<file path="src/rtl/sec_event_log.sv">
// sec_event_log: violation event FIFO with drop counter and crash/lock sequencer
module sec_event_log #(
  parameter int DEPTH       = 8,
  parameter int HOLD_CYCLES = 4
) (
  input  logic        clk_i,
  input  logic        rst_ni,
  input  logic        resolve_valid_i,
  input  logic [31:0] pc_i,
  input  logic [31:0] target_i,
  input  logic [2:0]  cause_i,
  input  logic        en_crash_i,
  input  logic        clear_i,
  output logic        evt_valid_o,
  input  logic        evt_ready_i,
  output logic [31:0] evt_pc_o,
  output logic [31:0] evt_target_o,
  output logic [2:0]  evt_cause_o,
  output logic [7:0]  drop_cnt_o,
  output logic        crash_o,
  output logic        locked_o
);
  localparam int AW = $clog2(DEPTH);
  typedef enum logic [1:0] {IDLE, HOLD, LOCKED} state_e;
  logic [66:0]   mem_q [DEPTH];
  logic [AW:0]   wr_ptr_q, wr_ptr_d, rd_ptr_q, rd_ptr_d;
  logic [7:0]    drop_q, drop_d;
  logic [3:0]    hold_q, hold_d;
  state_e        state_q, state_d;
  logic          ev, empty, full, pop, push, drop;
  assign ev    = resolve_valid_i & |cause_i;
  assign empty = wr_ptr_q == rd_ptr_q;
  assign full  = (wr_ptr_q ^ rd_ptr_q) == {1'b1, {AW{1'b0}}};
  assign pop   = ~empty & evt_ready_i;
  // a pop frees the slot being written, so a full FIFO still accepts
  assign push  = ev & (~full | pop);
  assign drop  = ev & full & ~pop;
  always_comb begin
    wr_ptr_d = clear_i ? '0 : wr_ptr_q + {{AW{1'b0}}, push};
    rd_ptr_d = clear_i ? '0 : rd_ptr_q + {{AW{1'b0}}, pop};
    drop_d   = clear_i ? '0 : (drop && drop_q != 8'hff) ? drop_q + 8'd1 : drop_q;
  end
  always_ff @(posedge clk_i or negedge rst_ni) begin
    if (!rst_ni) begin
      wr_ptr_q <= '0;
      rd_ptr_q <= '0;
      drop_q   <= '0;
    end else begin
      wr_ptr_q <= wr_ptr_d;
      rd_ptr_q <= rd_ptr_d;
      drop_q   <= drop_d;
    end
  end
  always_ff @(posedge clk_i) begin
    if (push) mem_q[wr_ptr_q[AW-1:0]] <= {pc_i, target_i, cause_i};
  end
  assign {evt_pc_o, evt_target_o, evt_cause_o} = mem_q[rd_ptr_q[AW-1:0]];
  assign evt_valid_o = ~empty;
  assign drop_cnt_o  = drop_q;
  always_ff @(posedge clk_i or negedge rst_ni) begin
    if (!rst_ni) begin
      state_q <= IDLE;
      hold_q  <= '0;
    end else begin
      state_q <= state_d;
      hold_q  <= hold_d;
    end
  end
  // hold_q counts remaining HOLD cycles after the current one
  always_comb begin
    state_d = state_q;
    hold_d  = hold_q;
    if (clear_i) begin
      state_d = IDLE;
      hold_d  = '0;
    end else if (state_q == IDLE && ev && en_crash_i) begin
      state_d = HOLD;
      hold_d  = 4'(HOLD_CYCLES - 1);
    end else if (state_q == HOLD) begin
      if (hold_q == 4'd0) state_d = LOCKED;
      else hold_d = hold_q - 4'd1;
    end
  end
  always_comb begin
    crash_o  = state_q == HOLD;
    locked_o = state_q == LOCKED;
  end
endmodule

</file>
<file path="config.mk">
export PLATFORM = sky130hd
export DESIGN_NAME = sec_event_log
export DESIGN_NICKNAME = d
export VERILOG_FILES = /design/src/rtl/sec_event_log.sv
export SDC_FILE = /design/constraint.sdc
export NUM_CORES = 1
export LEC_CHECK = 0
export BUFFER_PORTS_ARGS = -buffer_cell sky130_fd_sc_hd__buf_4
export CORE_MARGIN = 8
export CORE_UTILIZATION = 40
export DETAILED_ROUTE_END_ITERATION = 7
export GPL_ROUTABILITY_DRIVEN = 0
export SLEW_MARGIN = 10
export SYNTH_ARGS = -nofsm -noshare
export SYNTH_HDL_FRONTEND = slang
export SYNTH_SLANG_ARGS = --single-unit
</file>
<file path="constraint.sdc">
create_clock -name clk_i -period 9.99 [get_ports clk_i]
set_clock_uncertainty 0.05 [all_clocks]
set_input_delay 1.4985 -clock clk_i [delete_from_list [all_inputs] [get_ports clk_i]]
set_output_delay 1.4985 -clock clk_i [all_outputs]
set_load 0.02 [all_outputs]
</file>
## Yosys cells after proc, flatten, opt, wreduce, memory -nomap -nowiden

Memory sizes are Yosys's and may differ from the RTL's.
Cells that the tools add are included.

| word-level totals | value |
|---|---|
| RAM bits | 536 |
| logic and storage cells | 51 |
| register bits after elaboration | 22 |
| output and inout port bits | 78 |
| memories kept | 1 |
| input port bits | 73 |

| cells by class | value |
|---|---|
| bitwise gates (word level) | 10 |
| add/subtract/negate cells | 4 |
| muxes and demuxes | 14 |
| reductions and logical operators | 11 |
| eq/ne operators | 6 |

Memory list:

| memory | words | bits a word | rd ports | clocked after Yosys merged registers in | write ports | RTL line | text |
|---|---|---|---|---|---|---|---|
| mem_q | 8 | 67 | 1 | 0 | 1 | 25 | `logic [66:0] mem_q [DEPTH];` |

Operators by type and width:

| kind | count |
|---|---|
| $mux W4 | 6 |
| $mux W8 | 2 |
| $add A4 B1 Y4 | 2 |
| $add A8 B1 Y8 const B | 1 |
| $mux W2 | 4 |
| $ne A8 B8 Y1 const B | 1 |
| $reduce_bool A3 Y1 | 2 |
| $and A1 B1 Y1 | 5 |
| $eq A4 B4 Y1 | 1 |
| $eq A4 B4 Y1 const B | 1 |
| $logic_not A4 Y1 | 1 |
| $reduce_and A2 Y1 | 2 |
| $sub A4 B1 Y4 const B | 1 |
| $xor A4 B4 Y4 | 1 |
| $logic_and A1 B1 Y1 | 3 |
| $ne A3 B3 Y1 const B | 1 |
| $not A1 Y1 | 3 |
| $reduce_or A3 Y1 | 1 |
| $eq A2 B1 Y1 const B | 1 |
| $eq A2 B2 Y1 const B | 1 |
| $logic_not A2 Y1 | 1 |
| $mux W1 | 2 |
| $reduce_bool A2 Y1 | 1 |
| $or A1 B1 Y1 | 1 |

## Depth between registers and ports, before layout

Gate-level depths: netlist of the first run.

| logic depth | value |
|---|---|
| depth after elaboration | 8 |
| mapped depth | 9 |

## Least setup slack after synthesis of the first run

Ideal clock, no wire load.

| path | value |
|---|---|
| kind | input to register |
| start point | input port cause_i[1] |
| end point | memory mem_q[0][0] (enable) |
| cell stages on the path | 4 |
| data arrival time | 6.473 ns |
| path buffers | 0 |
| required time | 9.366 ns |
| slack | 2.892 ns |
| cells stage by stage | o31ai_1 a21oi_1 nand2b_1 nor3_1 |

| on the way | value |
|---|---|
| cells in the longest elaborated chain, start to end | 5 |

Ends and longest elaborated chain:

| what | RTL line | text |
|---|---|---|
| from (decl) | 11 | `input logic [2:0] cause_i,` |
| $reduce_or A3 Y1 | 31 | `assign ev = resolve_valid_i & \|cause_i;` |
| $and A1 B1 Y1 | 31 |  |
| $and A1 B1 Y1 | 36 | `assign push = ev & (~full \| pop);` |
| $mux W1 | 55 | `if (push) mem_q[wr_ptr_q[AW-1:0]] <= {pc_i, target_i, cause_i};` |
| $mux W1 (not written as such) | 55 |  |
| to (decl) | 25 |  |

No other way between the ends.

## Worst setup path after layout of the first run

| path | value |
|---|---|
| start point | register rd_ptr_q[0] |
| end point | output port evt_pc_o[30] |

| on the way | value |
|---|---|
| cells in the longest elaborated chain, start to end | 1 |

Ends and longest elaborated chain:

| what | RTL line | text |
|---|---|---|
| from (decl) | 26 | `logic [AW:0] wr_ptr_q, wr_ptr_d, rd_ptr_q, rd_ptr_d;` |
| from (signal assigned) | 50 | `rd_ptr_q <= rd_ptr_d;` |
| $mem_v2 Z8 W67 | n/a |  |
| to (decl) | 16 | `output logic [31:0] evt_pc_o,` |

No other way between the ends.

==> out/results.env, run 1 <==
PERIOD_SHARE=0.5083
POST_DRT_WL_PER_CELL_UM=23.85
SYNTH_AREA_SQ_UM=21270
TOTAL_AREA_OF_MULTI_INPUT_COMBINATIONAL_CELLS_SQ_UM=4472
POST-SYNTH-TOP-AREA-CELL='sky130_fd_sc_hd__edfxtp_1'
FLOORPLAN.DIE_AREA_SQ_UM=60810
CTS.CLK_SLEW.WORST_PATHS_NS=0.06
DETAIL_ROUTE.VIAS_PER_CELL=5.241
GRT_START_MAX_NET_PINS=91
IOS=151
FILL_CELLS=4360
LAYOUT_MIN_CYCLE_TIME_NS=5.078
SYNTH_FLOP_CELL='sky130_fd_sc_hd__edfxtp_1'
POSTCTSSETUPBUFFERS=0
WORSTMARGINPINSLEW_NS=1.018
GRT_ANTENNA_BEFORE_REPAIR=1
FINAL_HOLD_VIOL_COUNT=0
CORE_REGION_AREA_SQ_UM=52550
TIMING.MAX_SLEW.REL_SLACK=0.3210
SORT_OF_ELEMENT_AT_THE_END_OF_THE_CRITICAL_PATH='output pin'
SLOWEST_STAGE='sky130_fd_sc_hd__dfrtp_4'
DP_CELLS=1716
SYNTH_SEQUENTIAL_AREA_RATIO=0.7825
WORSTREG2REGSTART='rd_ptr_q[1]'
COUNT_OF_H_TREE_LEVELS_BUILT_DURING_CTS=2
CRITICAL_PATH.MAX_STAGE_DELAY_NS=1.09
AREA_GROWTH_PCT=17.39
REGISTER_AREA_SQ_UM=16660
FINAL_CELLS=1818
CTS_TREE='yes'
CRITICALPATHCATEGORY='flip-flop to output pin'
ROUTE.FINAL.WIRE_LENGTH_MM=43.36
WORST_IR_DROP_VDD_mV=0.1671
SYNTH.MOST_COMMON_CELL='sky130_fd_sc_hd__edfxtp_1'
NETS=1167
SYNTHCELLS=901
POSTSYNTHNETCOUNT=981
WORST-PATH-BUF-INV=2
GRT_SETUP_UNREPAIRED='false'
INSERTED_CLOCK_BUFFERS=57
WORST_HOLD_SLACK_NS=0.5158
SYNTHARSTFLOPSHARE=0.03943
DRTANTENNAVIOLNETS=0
LAYOUT-DRIVE-GT1-SHARE=0.4062
MAX_CAP_VIOLS=0
GRT_PASS1_VIAS=10294
CRIT_REQUIRED_NS=8.44
HPWLAFTERDP_MM=22.62
CHIPWIDTH_UM=246.6
INSERTION_DELAY_NS=0.59
SYN_AVG_CELL_AREA_SQ_UM=23.61
CLOCK_SINK_TOTAL=558
SYNTH_REGISTER_BITS=558
SYNTH_ENABLE_FLOP_CELLS=536
CRITICAL_PATH_CELL_COUNT=4
TIMING.SETUP.TNS_NS=0
PNR_TOTAL_POWER_mW=5.370
ARRIVAL_NS=3.53
CRITICAL_PATH.STARTPOINT_TYPE='flip-flop'
CLK_ROOT_BUFFER_CELL='sky130_fd_sc_hd__clkbuf_16'
CRITICAL_PATH.TOP_DELAY_FAMILY='flip-flops'
NETLIST-CELL-TYPE-COUNT=37
GRT_FIRST_PASS_WIRELENGTH_MM=64.56
WORST_MIN_PATH_CLASS='flip-flop to flip-flop'
YOSYS.AREA.TOP_TYPE_SHARE=0.7567
POST_SYNTH_MOST_FREQUENT_CELLS='536 x sky130_fd_sc_hd__edfxtp_1, 134 x sky130_fd_sc_hd__mux4_2, 68 x sky130_fd_sc_hd__mux2_2, 22 x sky130_fd_sc_hd__dfrtp_1, 21 x sky130_fd_sc_hd__clkbuf_1'
VIAS=9528
CP_CELL_SEQUENCE='buf_12, mux4_2, mux2_2, buf_4'
DRT_PASS1_ITERATIONS=5
SYNTH.AREA.TOP_CELLS='sky130_fd_sc_hd__edfxtp_1 76%, sky130_fd_sc_hd__mux4_2 14%, sky130_fd_sc_hd__mux2_2 3.6%, sky130_fd_sc_hd__dfrtp_1 2.6%, sky130_fd_sc_hd__ha_1 0.41%'
GR-TOTAL-OVERFLOW=0
CLOCK_TREE.BUFFER_DEPTH=3
FINAL_MAX_SLEW_VIOL_COUNT=0
FF2FF_SETUP_SLACK_NS=5.70
MIN_PATH_CELLS=2
MIN_FROM='rd_ptr_q[3]'
RUN_STATUS='finished, final reports clean'
CELLLEAKAGEPOWER_nW=7.999
CTS_RESIZED=0
MAX_FREQ_MHz=196.9
DETAILEDROUTE.FIRSTITERATIONVIOLATIONS=541
GRT_USAGE=0.1422
STARTING_DENSITY_OF_THE_CORE=0.4048
WORSTPATHMAXFANOUT=90
WORSTHOLDENDPOINT='rd_ptr_q[3]'
WORST_R2R_ENDPOINT='mem_q[3][39]'
DETAIL_ROUTE.DRC_VIOLATIONS=0
PORT-BUFFER-COUNT=150
FP-ROW-COUNT=84
VERT_DIE_DIM_UM=246.6
DIODES=0
TIMING.REG2REG.WORST_PATH_DEPTH=7
SYNTHESIS.YOSYS.WARNINGS=0
P_PER_AREA_nW_PER_UM2=215.0
POSTCTSHOLDBUFS=0
FINAL-SETUP-VIOL-COUNT=0
==> cells in the final DEF (no fill, tap or decap), drive strengths merged <==
master | Yosys | routed
nand2b | 3 | 3
ha | 7 | 7
clkinv | 0 | 15
a21oi | 8 | 8
o31ai | 2 | 2
or4b | 1 | 1
and2 | 2 | 2
mux2i | 1 | 1
or4 | 1 | 1
clkbuf | 21 | 81
o21ba | 1 | 1
edfxtp | 536 | 536
nand3 | 6 | 6
and4 | 1 | 1
xnor2 | 6 | 6
a31oi | 2 | 2
or3 | 2 | 2
mux2 | 68 | 68
clkinvlp | 0 | 2
inv | 3 | 5
dfrtp | 22 | 22
nor3 | 5 | 5
nor4b | 1 | 1
or3b | 1 | 1
o21ai | 4 | 4
nand4 | 3 | 3
buf | 20 | 168
xor2 | 7 | 7
nand2 | 6 | 6
bufinv | 0 | 2
mux4 | 134 | 134
nor2 | 18 | 18
and3 | 1 | 1
nor2b | 8 | 8
==> where the power goes <==
part,switching (mW),leakage (nW),total [mW],internal [mW]
Combinational,0.361,2.02,0.747,0.386
Sequential,0.0468,5.16,2.67,2.62
Clock,0.837,0.823,1.95,1.11
==> cells by family (layout without fill, tap and decap cells) <==
kind of cell               Yosys count  after routing  synth area share
DFF                                558            558            0.7825
adders and majority gates            7              7          0.004117
buffers and inverters               44            273          0.009823
AOI/OAI and AO/OA                   17             17          0.004588
muxes                              203            203            0.1783
and+or+nand+nor                     59             59           0.01524
xor gates and xnor gates            13             13          0.005353
==> state kept, by name, summed over array words and instances, names as in the netlist <==
signal,flops
hold_q,4
wr_ptr_q,4
state_q,2
mem_q,536
drop_cnt_o,8
rd_ptr_q,4
==> per-stage QoR <==
stage	worst slack (ns)	utilization	area (sq um)
5_1_grt	4.615	0.4752	24970
3_5_place_dp	5.435	0.4429	23270
4_1_cts	4.771	0.4752	24970
6_report	4.912	0.4752	24970
2_1_floorplan	2.892	-	21270
3_3_place_gp	5.430	0.4429	23270
==> worst max-delay path by stage <==
| stage | to | from |
|---|---|---|
| global route | evt_pc_o[30] | rd_ptr_q[0] |
| detailed placement | evt_target_o[31] | rd_ptr_q[0] |
| finish | evt_pc_o[30] | rd_ptr_q[0] |
| CTS | evt_target_o[31] | rd_ptr_q[0] |
| global placement | evt_pc_o[8] | rd_ptr_q[0] |
| floorplan | mem_q[0][0] | cause_i[1] |
==> per-layer routing <==
metal  vias up  GRT usage  share of wire
met1      5122     0.1869           0.44
met5         -          0        0.00030
met3        68    0.02686          0.042
met2       164     0.2398           0.50
met4         2    0.04209          0.021
li1       4172          -              -
==> layout make-up <==
cell class / count / area share
Clock buffer: 81 / 0.06153
Clock inverter: 21 / 0.006364
Timing Repair Buffer: 168 / 0.05101
Tap cell: 688 / 0.03447
Inverter: 3 / 0.0004510
Multi-Input combinational cell: 299 / 0.1791
Sequential cell: 558 / 0.6671
==> tightest hold or removal path, cell delays in order, from the launching register on <==
cell	delay [ns]
sky130_fd_sc_hd__dfrtp_1	0.38
sky130_fd_sc_hd__xor2_1	0.07
sky130_fd_sc_hd__nor2_1	0.08
Power figures use the tool's default switching activity.
==> run 2: changes to the inputs <==
- clock period: 9.99 -> 4.6 ns (I/O delays scaled with it)
==> out/results.env, run 2 (same netlist as run 1, synthesis figures left out) <==
AREA_GROWTH_PCT=19.01
CTS_RESIZED=0
FINAL_CELLS=1830
NETS=1174
GRT_FIRST_PASS_WIRELENGTH_MM=65.59
LAYOUT_MIN_CYCLE_TIME_NS=3.666
IOS=151
CRITICAL_PATH.STARTPOINT_TYPE='flip-flop'
TIMING.SETUP.TNS_NS=0
SORT_OF_ELEMENT_AT_THE_END_OF_THE_CRITICAL_PATH='output pin'
FILL_CELLS=4324
FP-ROW-COUNT=84
TOTAL_SWITCHING_POWER_mW=2.773
GRT_ANTENNA_BEFORE_REPAIR=1
DETAIL_ROUTE.VIAS_PER_CELL=5.251
LAYOUT_COMMON_CELLS='536 x sky130_fd_sc_hd__edfxtp_1, 164 x sky130_fd_sc_hd__buf_4, 134 x sky130_fd_sc_hd__mux4_2'
TOTAL_AREA_OF_MULTI_INPUT_COMBINATIONAL_CELLS_SQ_UM=4472
WORSTPATHMAXFANOUT=42
WORST_MIN_PATH_CLASS='input pin to flip-flop'
P_PER_AREA_nW_PER_UM2=478.8
FINAL_MAX_SLEW_VIOL_COUNT=0
GR-TOTAL-OVERFLOW=0
RUN_STATUS='finished, final reports clean'
INSERTED_CLOCK_BUFFERS=59
REGISTER_AREA_SQ_UM=16660
DIODES=0
VERT_DIE_DIM_UM=246.6
LAYOUT-DRIVE-GT1-SHARE=0.4124
FINAL_HOLD_VIOL_COUNT=0
POSTCTSSETUPBUFFERS=0
GRT_PASS1_VIAS=10392
ROUTE.FINAL.WIRE_LENGTH_MM=43.57
PERIOD_SHARE=0.7969
DP_WORST_SETUP_SLACK_NS=1.482
HPWLAFTERDP_MM=23.31
PWR-SHARE-COMB=0.138
TIMING.MAX_SLEW.REL_SLACK=0.3343
GRT_START_MAX_NET_PINS=68
PORT-BUFFER-COUNT=150
STARTING_DENSITY_OF_THE_CORE=0.4048
P_SW_FRAC=0.2288
DETAILEDROUTE.FIRSTITERATIONVIOLATIONS=633
CHIPWIDTH_UM=246.6
POWER_FRAC_CLOCK=0.386
DRTANTENNAVIOLNETS=0
POST_DRT_WL_PER_CELL_UM=23.81
COUNT_OF_H_TREE_LEVELS_BUILT_DURING_CTS=2
DETAIL_ROUTE.DRC_VIOLATIONS=0
DP_CELLS=1720
INTERNAL_POWER_mW=9.348
INSERTION_DELAY_NS=0.59
CRIT_REQUIRED_NS=3.86
CLK_ROOT_BUFFER_CELL='sky130_fd_sc_hd__clkbuf_16'
CELLLEAKAGEPOWER_nW=8.161
MAX_FREQ_MHz=272.8
SEQUENTIALPOWERSHARE=0.477
WORST_IR_DROP_VDD_mV=0.2959
CLOCK_TREE.BUFFER_DEPTH=3
LAYOUT.CELLS.MOST_COMMON='sky130_fd_sc_hd__edfxtp_1'
ARRIVAL_NS=2.93
GRT_SETUP_UNREPAIRED='false'
CLOCK_SINK_TOTAL=558
CRITICALPATHCATEGORY='flip-flop to output pin'
POSTCTSHOLDBUFS=1
CTS.CLK_SLEW.WORST_PATHS_NS=0.06
GRT_USAGE=0.1434
FINAL-SETUP-VIOL-COUNT=0
WORSTMARGINPINSLEW_NS=0.9901
LARGEST_REGISTER_FFS=536
FLOORPLAN.DIE_AREA_SQ_UM=60810
VIAS=9610
MAX_CAP_VIOLS=0
CORE_REGION_AREA_SQ_UM=52550
CTS_TREE='yes'
LAYOUT_SETUP_WS_NS=0.9341
DRT_PASS1_ITERATIONS=4
-- run 2: changes by cell type in the layout (fill, tap and decap cells not counted) --
| cell | previous run | this run |
|---|---|---|
| sky130_fd_sc_hd__clkbuf_1 | 22 | 11 |
| sky130_fd_sc_hd__clkinv_1 | 7 | 17 |
| sky130_fd_sc_hd__buf_12 | 1 | 8 |
| sky130_fd_sc_hd__bufinv_16 | 2 | 7 |
| sky130_fd_sc_hd__clkbuf_16 | 57 | 61 |
| sky130_fd_sc_hd__buf_4 | 167 | 164 |
| sky130_fd_sc_hd__clkinv_2 | 8 | 11 |
| sky130_fd_sc_hd__clkbuf_8 | 2 | 0 |
| sky130_fd_sc_hd__inv_6 | 2 | 0 |
| sky130_fd_sc_hd__clkinv_4 | 0 | 1 |
| sky130_fd_sc_hd__clkinvlp_4 | 2 | 1 |
| sky130_fd_sc_hd__dlygate4sd3_1 | 0 | 1 |
-- run 2: worst max-delay path, stage by stage, from the launching register on --
cell and delay (ns):
sky130_fd_sc_hd__dfrtp_4 0.79, sky130_fd_sc_hd__buf_4 0.65, sky130_fd_sc_hd__mux4_2 0.41, sky130_fd_sc_hd__mux2_2 0.30
sky130_fd_sc_hd__buf_4 0.16
-- run 2: power by group through the flow --
stage / sequential, mW / combinational [mW] / clock (mW)
final: 5.78 / 1.67 / 4.67
after global routing: 5.79 / 1.80 / 4.98
after CTS: 5.78 / 1.72 / 4.79
after detailed placement: 5.89 / 1.71 / 0
after global placement: 5.88 / 1.71 / 0
after floorplan: 5.84 / 1.16 / 0
-- run 2: worst paths after layout --
kind | from | endpoint | slack (ns) | cells after the start
worst max-delay path | rd_ptr_q[1] | evt_pc_o[17] | 0.93 | 4
worst min-delay path | target_i[6] | mem_q[4][9] | 0.27 | 1
worst max register to register | rd_ptr_q[0] | mem_q[0][37] | 1.58 | 6
worst min register to register | wr_ptr_q[3] | wr_ptr_q[3] | 0.52 | 2
max in group asynchronous | rst_ni | rd_ptr_q[2] | 3.77 | 2
min in group asynchronous | rst_ni | drop_cnt_o[4] | 0.47 | 2
-- run 2: cell type report --
type                       count  share of cell area
clock buffer                  72             0.06193
clock inverter                37             0.01364
inverter                       3           0.0004448
multi-input combinational    299              0.1766
sequential                   558              0.6580
tap                          688             0.03400
timing repair buffer         173             0.05536
-- run 2: metrics by stage --
stage,power (mW),util,hold slack (ns),instance area [sq um]
finish,12.12,0.4817,0.2744,25320
global route,12.57,0.4817,0.2425,25320
CTS,12.30,0.4817,0.2292,25320
detailed placement,7.603,0.4451,0.5041,23390
global placement,7.588,0.4451,0.4932,23390
floorplan,7.001,-,0.3444,21270
-- run 2: metal layers --
layer	GRT usage	vias up	wire length [um]
li1	-	4186	-
met1	0.1938	5155	19250
met2	0.2338	212	21070
met3	0.03065	55	2451
met4	0.04070	2	782
met5	0	-	13
==> run 3: changes to the inputs <==
- clock period: 4.6 -> 3.45 ns (I/O delays scaled with it)
==> out/results.env, run 3 (same netlist as run 1, synthesis figures left out) <==
CTS_TREE='yes'
TIMING.MAX_SLEW.REL_SLACK=0.4185
COUNT_OF_H_TREE_LEVELS_BUILT_DURING_CTS=2
WORSTREG2REGSTART='rd_ptr_q[0]'
TIMING.REG2REG.WORST_PATH_DEPTH=6
CLOCK_SINK_TOTAL=558
ROUTE.FINAL.WIRE_LENGTH_MM=43.04
LAYOUT.CELLS.MOST_COMMON='sky130_fd_sc_hd__edfxtp_1'
MAX_CAP_VIOLS=0
DETAIL_ROUTE.VIAS_PER_CELL=5.244
VIAS=9565
DETAIL_ROUTE.DRC_VIOLATIONS=0
CHIPWIDTH_UM=246.6
MIN_PATH_CELLS=1
LAYOUT_MIN_CYCLE_TIME_NS=3.385
SORT_OF_ELEMENT_AT_THE_END_OF_THE_CRITICAL_PATH='output pin'
PERIOD_SHARE=0.9812
WORSTPATHMAXFANOUT=65
DRTANTENNAVIOLNETS=0
LAYOUT-DRIVE-GT1-SHARE=0.4167
STARTING_DENSITY_OF_THE_CORE=0.4048
DRT_PASS1_ITERATIONS=4
CELLLEAKAGEPOWER_nW=8.269
LAYOUT_COMMON_CELLS='536 x sky130_fd_sc_hd__edfxtp_1, 134 x sky130_fd_sc_hd__mux4_2, 118 x sky130_fd_sc_hd__buf_4'
CRIT_REQUIRED_NS=2.88
CLOCK_TREE.BUFFER_DEPTH=3
DETAILEDROUTE.FIRSTITERATIONVIOLATIONS=600
HPWLAFTERDP_MM=23.18
GRT_FIRST_PASS_WIRELENGTH_MM=65.49
CTS.CLK_SLEW.WORST_PATHS_NS=0.06
INSERTED_CLOCK_BUFFERS=56
WORST_R2R_ENDPOINT='mem_q[4][52]'
LARGEST_REGISTER_FFS=536
CRITICALPATHCATEGORY='flip-flop to output pin'
MAX_FREQ_MHz=295.4
NETS=1171
FLOORPLAN.DIE_AREA_SQ_UM=60810
CLK_ROOT_BUFFER_CELL='sky130_fd_sc_hd__clkbuf_16'
GRT_SETUP_UNREPAIRED='true'
CRITICAL_PATH.STARTPOINT_TYPE='flip-flop'
CORE_REGION_AREA_SQ_UM=52550
TIMING.SETUP.TNS_NS=0
AREA_GROWTH_PCT=20.32
GRT_START_MAX_NET_PINS=137
PORT-BUFFER-COUNT=150
WORST_MIN_PATH_CLASS='input pin to flip-flop'
MIN_FROM='pc_i[24]'
POSTCTSSETUPBUFFERS=0
FF2FF_SETUP_SLACK_NS=0.72
P_PER_AREA_nW_PER_UM2=625.3
WORSTHOLDENDPOINT='mem_q[1][59]'
LAYOUT.CORE_UTILIZATION=0.4870
GRT_ANTENNA_BEFORE_REPAIR=4
GR-TOTAL-OVERFLOW=0
WORSTMARGINPINSLEW_NS=0.8723
IOS=151
GRT_PASS1_VIAS=10439
FINAL-SETUP-VIOL-COUNT=0
PNR_TOTAL_POWER_mW=16.00
WORST_IR_DROP_VDD_mV=0.4305
RUN_STATUS='finished, final reports clean'
INSERTION_DELAY_NS=0.59
FINAL_MAX_SLEW_VIOL_COUNT=0
POST_DRT_WL_PER_CELL_UM=23.60
FP-ROW-COUNT=84
ARRIVAL_NS=2.82
GRT_USAGE=0.1428
FINAL_HOLD_VIOL_COUNT=0
VERT_DIE_DIM_UM=246.6
WORST_HOLD_SLACK_NS=0.1033
## run 3: changes by cell type in the layout (fill, tap and decap cells not counted), moves of 4 or more
cell,before,now
sky130_fd_sc_hd__clkinv_1,17,11
sky130_fd_sc_hd__mux2_2,68,40
sky130_fd_sc_hd__mux2_4,0,28
sky130_fd_sc_hd__clkbuf_16,61,57
sky130_fd_sc_hd__buf_12,8,16
sky130_fd_sc_hd__buf_4,164,118
sky130_fd_sc_hd__buf_6,0,36
## run 3: stage by stage
| step | std cells | setup slack, ns | instance area [sq um] |
|---|---|---|---|
| floorplan | 901 | -0.9707 | 21300 |
| finish | 1824 | 0.06480 | 25590 |
| detailed placement | 1720 | 0.5912 | 23530 |
| global route | 1823 | -0.07713 | 25590 |
| CTS | 1823 | -0.01214 | 25410 |
| global placement | 1720 | 0.5954 | 23530 |
## run 3: power breakdown
| group | leakage [nW] | switching (mW) | internal (mW) |
|---|---|---|---|
| clock | 0.882 | 2.47 | 3.46 |
| sequential | 5.16 | 0.0700 | 7.60 |
| combinational | 2.23 | 1.14 | 1.27 |
| total | 8.27 | 3.68 | 12.3 |
## run 3: critical path, stage by stage (launching register included)
cell and delay, ns:
sky130_fd_sc_hd__dfrtp_4 0.65, sky130_fd_sc_hd__buf_16 0.40, sky130_fd_sc_hd__mux4_2 0.57, sky130_fd_sc_hd__mux2_2 0.28, sky130_fd_sc_hd__buf_4 0.16
## run 3: worst max path at each step
stage                                   to         from  slack (ns)
after floorplan                mem_q[0][0]  wr_ptr_q[2]       -0.97
after global placement         evt_pc_o[2]  rd_ptr_q[0]        0.60
after detailed placement  evt_target_o[29]  rd_ptr_q[0]        0.59
after CTS                      evt_pc_o[5]  rd_ptr_q[0]       -0.01
after global routing           evt_pc_o[2]  rd_ptr_q[0]       -0.08
final                          evt_pc_o[8]  rd_ptr_q[0]        0.06
## run 3: layer usage
| metal | global-route usage | wire [um] | vias to the layer above |
|---|---|---|---|
| met2 | 0.2345 | 21120 | 184 |
| met1 | 0.1919 | 19050 | 5128 |
| met4 | 0.03481 | 792 | 8 |
| li1 | - | - | 4178 |
| met3 | 0.03357 | 2025 | 67 |
| met5 | 0 | 55 | - |
## run 3: final cells by class
class                      instances  area (sq um)
tap                              688         860.8
inverter                           3         11.26
timing repair buffer             173          1677
fill                            4235         26960
antenna                            1         2.502
clock inverter                    37         340.3
sequential                       558         16660
multi-input combinational        299          4589
clock buffer                      65          1456
## run 3: repair_timing
item | in CTS | in global routing
cloned | 0 | 0
setup endpoints to repair | 40 | 58
resized for setup | 18 | 48
hold endpoints to repair | 22 | 0
hold buffers | 1 | 0
